$ cat config.mk
export PLATFORM = sky130hd
export DESIGN_NAME = dff_bank_arbiter
export DESIGN_NICKNAME = d
export VERILOG_FILES = /design/src/rtl/dff_bank_arbiter.sv
export SDC_FILE = /design/constraint.sdc
export NUM_CORES = 1
export LEC_CHECK = 0
export ABC_AREA = 1
export BUFFER_PORTS_ARGS = -buffer_cell sky130_fd_sc_hd__buf_2
export CELL_PAD_IN_SITES_DETAIL_PLACEMENT = 1
export CELL_PAD_IN_SITES_GLOBAL_PLACEMENT = 1
export CORE_MARGIN = 2
export CORE_UTILIZATION = 26
export CTS_CLUSTER_DIAMETER = 40
export DETAILED_ROUTE_END_ITERATION = 10
export GPL_ROUTABILITY_DRIVEN = 1
export PLACE_DENSITY = 0.7
export SLEW_MARGIN = 20
export SYNTH_ARGS = -nofsm -noshare
export SYNTH_HDL_FRONTEND = slang
export SYNTH_SLANG_ARGS = --single-unit
$ cat constraint.sdc
create_clock -name clk -period 0.96 [get_ports clk]
set_input_delay 0.048 -clock clk [delete_from_list [all_inputs] [get_ports clk]]
set_output_delay 0.048 -clock clk [all_outputs]
set_load 0.05 [all_outputs]
$ cat src/rtl/dff_bank_arbiter.sv
// dff_bank_arbiter: two-requester write arbiter/sequencer for an enable-gated flop bank with read-back check.
// Define ARB_ROUND_ROBIN_EN for round-robin tie breaking; otherwise requester 0 has fixed priority.
module dff_bank_arbiter #(
  parameter int WIDTH = 8
) (
  input  logic             clk,
  input  logic             rst,
  input  logic             req0,
  input  logic             req1,
  input  logic [WIDTH-1:0] d0,
  input  logic [WIDTH-1:0] d1,
  output logic             ack0,
  output logic             ack1,
  output logic             bank_en,
  output logic [WIDTH-1:0] bank_d,
  input  logic [WIDTH-1:0] bank_q,
  output logic             owner,
  output logic             busy,
  output logic             err
);
  typedef enum logic [2:0] {IDLE, GRANT, WRITE, CHECK, ACK} state_t;
  state_t r_state, w_next;
  logic r_owner, r_ack0, r_ack1, r_bank_en, r_busy, r_err;
  logic [WIDTH-1:0] r_hold;
  logic w_win, w_start;
  assign w_start = (r_state == IDLE) && (req0 || req1);
`ifdef ARB_ROUND_ROBIN_EN
  logic r_ptr;
  assign w_win = (req0 && req1) ? ~r_ptr : req1;
  always_ff @(posedge clk) begin
    if (rst) r_ptr <= 1'b1;
    else if (w_start) r_ptr <= w_win;
  end
`else
  assign w_win = ~req0 & req1;
`endif
  always_comb begin
    w_next = IDLE;
    case (r_state)
      IDLE:    w_next = (req0 || req1) ? GRANT : IDLE;
      GRANT:   w_next = WRITE;
      WRITE:   w_next = CHECK;
      CHECK:   w_next = ACK;
      default: w_next = IDLE;
    endcase
  end
  // Outputs are registered from the next state so they line up with the state they describe.
  always_ff @(posedge clk) begin
    if (rst) begin
      r_state   <= IDLE;
      r_owner   <= 1'b0;
      r_hold    <= '0;
      r_ack0    <= 1'b0;
      r_ack1    <= 1'b0;
      r_bank_en <= 1'b0;
      r_busy    <= 1'b0;
      r_err     <= 1'b0;
    end else begin
      r_state   <= w_next;
      r_bank_en <= w_next == WRITE;
      r_busy    <= w_next != IDLE;
      r_ack0    <= (w_next == ACK) && !r_owner;
      r_ack1    <= (w_next == ACK) && r_owner;
      if (w_start) begin
        r_owner <= w_win;
        r_hold  <= w_win ? d1 : d0;
      end
      if (r_state == CHECK && bank_q != r_hold) r_err <= 1'b1;
    end
  end
  assign ack0    = r_ack0;
  assign ack1    = r_ack1;
  assign bank_en = r_bank_en;
  assign bank_d  = r_hold;
  assign owner   = r_owner;
  assign busy    = r_busy;
  assign err     = r_err;
endmodule

==> results of run 1 <==
worst max-delay path: stages, from the launching register on:
cell      delay [ns]
dfxtp_2         0.36
clkinv_4        0.05
nand2_4         0.05
nor2_4          0.13
nand2_4         0.12
a21oi_2         0.15
o21a_1          0.13
layout by cell type, fill, tap and decap left out, drive strengths merged, types with 2 or more instances in the layout:
cell type / n
a21oi: 10
buf: 50
clkbuf: 6
clkinv: 2
dfxtp: 17
inv: 15
nand2: 54
nand3: 6
nor2: 8
o21a: 4
xnor2: 4
final cells by class:
class | count | share of cell area, %
Inverter | 16 | 4.96
Multi-Input combinational cell | 89 | 34.4
Timing Repair Buffer | 53 | 27.4
Sequential cell | 17 | 26.9
Clock inverter | 1 | 0.382
Clock buffer | 3 | 1.72
Tap cell | 44 | 4.20
power breakdown:
| group | internal, W | switching, W | total (W) | leakage (nW) |
|---|---|---|---|---|
| registers | 0.000806 | 0.0000675 | 0.000873 | 0.143 |
| clock network | 0.000155 | 0.000242 | 0.000397 | 0.0177 |
| logic | 0.000390 | 0.000590 | 0.000980 | 0.514 |
per-layer routing:
layer  GRT usage (%)  routed length (um)
met1            16.4                1060
met2            29.0                1420
met3            4.05                 105
met4            4.66                  20
met5               0                   0
cell families after synthesis:
group	count (synthesis)
buffers and inverters	18
xor gates and xnor gates	4
and+or+nand+nor	68
AOI/OAI and AO/OA	16
DFF	17
registers in the layout, summed over array words and instances, names as in the netlist:
signal and count:
bank_d 8, r_state 3, ack0 1, ack1 1, bank_en 1, busy 1
err 1, owner 1
how the worst min path moves through the flow:
| stage | slack (ns) | startpoint | end |
|---|---|---|---|
| 2_1_floorplan | 0.20 | rst | bank_d[0] |
| 3_3_place_gp | 0.34 | d1[0] | bank_d[0] |
| 3_5_place_dp | 0.36 | rst | err |
| 4_1_cts | 0.04 | rst | err |
| 5_1_grt | 0.05 | rst | owner |
| 6_report | 0.04 | rst | owner |
repair_timing:
item,4_1_cts,5_1_grt
pin swaps,1,4
setup buffers,2,1
gates resized for setup,14,23
gates cloned,1,0
setup endpoints to repair,15,21
per-stage QoR:
step	setup WS [ns]	hold WS, ns	power (W)	util (%)
after detailed placement	-0.0692	0.355	0.00170	38.2
final	-0.104	0.0380	0.00225	43.0
after CTS	-0.0805	0.0367	0.00218	40.9
after floorplan	-0.0921	0.195	0.00144	-
after global placement	-0.0158	0.341	0.00167	38.2
after global routing	-0.162	0.0497	0.00240	43.0
==> out/results.ini, run 1 <==
[synth]
syn_inst=123
synth-compound-area-share_pct=11.3
synth_adder_area_share_pct=0
syn_area_per_cell_um2=6.77
synthesis.nets=151
synth-xor-area-share_pct=4.20
synth_top_area_share_pct=40.8
netlist_area_um2=833
synth-simple-area-share_pct=34.5
synthArstFlopShare_pct=0
synth_edf_count=0
synth_top_family_by_area=simple AND/OR/NAND/NOR gates
ys_warn_count=0
ys.flop_type=dfxtp_1
synth_common_cells=nand2_1 (50), dfxtp_1 (17), inv_1 (13), a21oi_1 (10)
ys_ff_latch=17
synth_most_common_cell=nand2_1
ys_seq_area_share_pct=40.8
synthMuxAreaShare_pct=0
synth_area_leaders=dfxtp_1 (41%), nand2_1 (23%), a21oi_1 (6.0%), inv_1 (5.9%), xnor2_1 (4.2%)
synth_largest_area_cell=dfxtp_1
synth_cell_types=19

[cells_and_area]
fillers=417
finalInstanceArea_um2=1310
syn_to_final_growth_pct=57.4
n_antenna_cell=0
layout.nets=208
seq_area_um2=353
fin_cells=223
final_layout_size_suffix_gt1_share_pct=48.0
multi_input_area_um2=452

[timing]
fin_ws_ns=-0.104
hold_violations=0
worst_pin_slew_ns=0.259
period_needed_ns=1.06
fin_tns_setup_ns=-0.682
rsz0062_at_grt=yes
max_freq_mhz=940
slew_violations=0
relSlewSlack_pct=82.6
finClkSkew_ns=0.0122
finalSetupViolations=9
finalCritPeriodShare_pct=111

[critical_path]
reg2reg_from=r_state[0]
cp_data_required_time_ns=1.19
crit_fanout=8
crit_arrival_ns=1.30
crit_end=bank_d[1]
endpoint_kind=register
crit_type=reg2reg
critPathLaunch=r_state[0]
r2r_end=bank_d[1]
reg2reg_slack_ns=-0.10
r2r_cells=6
start_kind=register

[outcome]
status=complete, but fails checks
violations=negative setup slack

[grt]
grt_max_degree=13
grt-ovfl-total=0
grt_usage_pct=15.3
grt_pass1_wl_mm=4.07
grt_pass1_vias=963
antenna_found_initial=0

[clock_network]
htreeDepth=1
worstSkewPairLatency_ns=0.30
cts_hold_buf=0
max-clock-path-buffers=2
root_buffer=clkbuf_4
cts.sinks=17
cts_tree=done
cts_buffers=3
clk_transition_reported_paths_ns=0.11

[run]
cap_violations=0

[drt]
dr_total_vias=958
drt-initial-drc-count=18
drtAntennaViolNets=0
wl_mm=2.61
wl_per_cell_um=11.7
firstDrtPassIters=4
via_per_inst=4.30
drc=0

[place]
dp_cells=216
gp_congestion=0.742
numPortBuffers=41
dp_hpwl_mm=1.94
dpl_cell_area_um2=1170

[pwr]
p_leak_nw=0.675
ir_drop_mv=0.546
cellPowerDensity_nw_per_um2=1720

[floorplan]
die_h_um=60.6
dieArea_um2=3670
ios=42
rows=20
die_x_um=60.6
start_util_pct=27.3
core_area_um2=3050

[worst_hold_path]
min_path_type=in2reg
holdPathStages=4

Power figures use the tool's default switching activity.
==> inputs of run 2 (changes only) <==
Settings changed: CTS_BUF_LIST set to sky130_fd_sc_hd__clkbuf_16, HOLD_SLACK_MARGIN set to 0.06, SLEW_MARGIN 20 to not set.
==> run 2 against run 1 <==
  * The run still ends with negative setup slack left
  * Hold slack better by 0.059 ns
  * Utilization grew 0.57 points
  * Wire length grew 1.7%
  * Largest cell class unchanged
  * Largest power group unchanged
  * Total power up 18%
  * Clock skew fell by 0.0085 ns
==> out/results.ini, run 2 (synthesized netlist as in run 1, its figures left out) <==
[grt]
grt-ovfl-total=0  ; unchanged
grt_usage_pct=16.1  ; was 15.3%
grt_pass1_vias=1012  ; was 963
antenna_found_initial=0  ; unchanged
grt_pass1_wl_mm=4.31  ; was 4.07 mm
grt_max_degree=13  ; unchanged

[cells_and_area]
mostFrequentLayoutCells=nand2_1 (48), buf_2 (38), buf_4 (15), dfxtp_2 (10), inv_1 (9)  ; was nand2_1 (49), buf_2 (29), buf_4 (15), inv_1 (10), dfxtp_2 (10)
finalInstanceArea_um2=1330  ; was 1310 um^2
layout.nets=209  ; was 208
layout.cells.most_common=nand2_1  ; unchanged
final_layout_size_suffix_gt1_share_pct=50.0  ; was 48.0%
syn_to_final_growth_pct=59.5  ; was 57.4%
n_antenna_cell=0  ; unchanged
largest_register_ffs=8  ; unchanged

[floorplan]
dieArea_um2=3670  ; unchanged
ios=42  ; unchanged
die_h_um=60.6  ; unchanged
die_x_um=60.6  ; unchanged
start_util_pct=27.3  ; unchanged
core_area_um2=3050  ; unchanged
rows=20  ; unchanged

[critical_path]
crit_type=reg2reg  ; unchanged
crit_fanout=8  ; unchanged
crit_family=flip-flops  ; unchanged
slowest_delay_ns=0.32  ; was 0.36 ns
cpMostUsedCell=nand2_4  ; unchanged
cp_data_required_time_ns=1.15  ; was 1.19 ns
path_cells=inv_2, nand2_4, nor2_4, nand2_4, a21oi_2, o21a_1  ; was clkinv_4, nand2_4, nor2_4, nand2_4, a21oi_2, o21a_1
start_kind=register  ; unchanged
path_buf_inv=1  ; unchanged
crit_arrival_ns=1.22  ; was 1.30 ns
endpoint_kind=register  ; unchanged
cp_slowest_cell=dfxtp_2  ; unchanged

[timing]
finalCritPeriodShare_pct=108  ; was 111%
relSlewSlack_pct=82.8  ; was 82.6%
max_freq_mhz=968  ; was 940 MHz
hold_violations=0  ; unchanged
fin_tns_setup_ns=-0.450  ; was -0.682 ns
finClkSkew_ns=0.00363  ; was 0.0122 ns
finalSetupViolations=9  ; unchanged
worst_pin_slew_ns=0.256  ; was 0.259 ns
slew_violations=0  ; unchanged
period_needed_ns=1.03  ; was 1.06 ns
fin_hold_ws_ns=0.0974  ; was 0.0380 ns
fin_ws_ns=-0.0733  ; was -0.104 ns
rsz0062_at_grt=yes  ; unchanged

[place]
gp_congestion=0.742  ; unchanged
dp_hpwl_mm=1.94  ; unchanged
numPortBuffers=41  ; unchanged
dpl_cell_area_um2=1170  ; unchanged

[clock_network]
max-clock-path-buffers=2  ; unchanged
cts.sinks=17  ; unchanged
root_buffer=clkbuf_16  ; was clkbuf_4
cts_buffers=3  ; unchanged
worstSkewPairLatency_ns=0.25  ; was 0.30 ns
clk_transition_reported_paths_ns=0.05  ; was 0.11 ns
cts_tree=done  ; unchanged
htreeDepth=1  ; unchanged
cts_hold_buf=0  ; unchanged

[drt]
via_per_inst=4.26  ; was 4.30
firstDrtPassIters=4  ; unchanged
wl_per_cell_um=11.8  ; was 11.7 um
drtAntennaViolNets=0  ; unchanged
drt-initial-drc-count=11  ; was 18
wl_mm=2.65  ; was 2.61 mm
dr_total_vias=954  ; was 958
drc=0  ; unchanged

[pwr]
ir_drop_mv=0.642  ; was 0.546 mV
p_leak_nw=0.700  ; was 0.675 nW
cellPowerDensity_nw_per_um2=2000  ; was 1720 nW/um^2

[run]
cap_violations=0  ; unchanged

[worst_hold_path]
min_path_type=in2reg  ; unchanged

[outcome]
violations=negative setup slack  ; unchanged
status=complete, but fails checks  ; unchanged

run 2: metal layers:
metal	wire [um]	global-route usage, %
met1	1070	17.4
met2	1440	30.3
met3	103	2.77
met4	44	7.45
met5	0	0
run 2: power breakdown:
part | total, W | internal [W] | switching [W]
Clock | 0.000844 | 0.000558 | 0.000286
Sequential | 0.000869 | 0.000807 | 0.0000619
Combinational | 0.000939 | 0.000345 | 0.000594
run 2: worst paths after layout:
check,from,end,slack [ns],cells after the start
worst max-delay path,r_state[1],bank_d[1],-0.07,6
worst min-delay path,d1[3],bank_d[3],0.1,4
worst max register to register,r_state[1],bank_d[1],-0.07,6
worst min register to register,owner,ack0,0.44,1
run 2: cell type report:
class / instances / area [um^2]
fillers: 415 / 1720
multi-input cells: 89 / 462
flip-flops and latches: 17 / 353
repair buffers: 54 / 314
clock buffers: 3 / 75.1
inverters: 16 / 65.1
well taps: 44 / 55.1
clock inverters: 1 / 5.00
run 2: per-stage QoR:
step	power, W	util [%]	instances	setup slack [ns]
2_1_floorplan	0.00144	-	123	-0.0921
3_3_place_gp	0.00167	38.2	216	-0.0158
3_5_place_dp	0.00170	38.2	216	-0.0692
4_1_cts	0.00263	42.3	223	-0.0675
5_1_grt	0.00280	43.5	224	-0.148
6_report	0.00265	43.5	224	-0.0733
run 2: worst min-delay path, cell delays in order:
cell and delay, ns:
buf_2 0.08, nand2_1 0.04, nand2_1 0.05, o21a_1 0.09
run 2: what timing repair did:
item,in CTS,in global routing
cloned,1,0
gates resized for setup,8,12
setup endpoints to repair,13,11
setup buffers,2,1
pin swaps,1,6
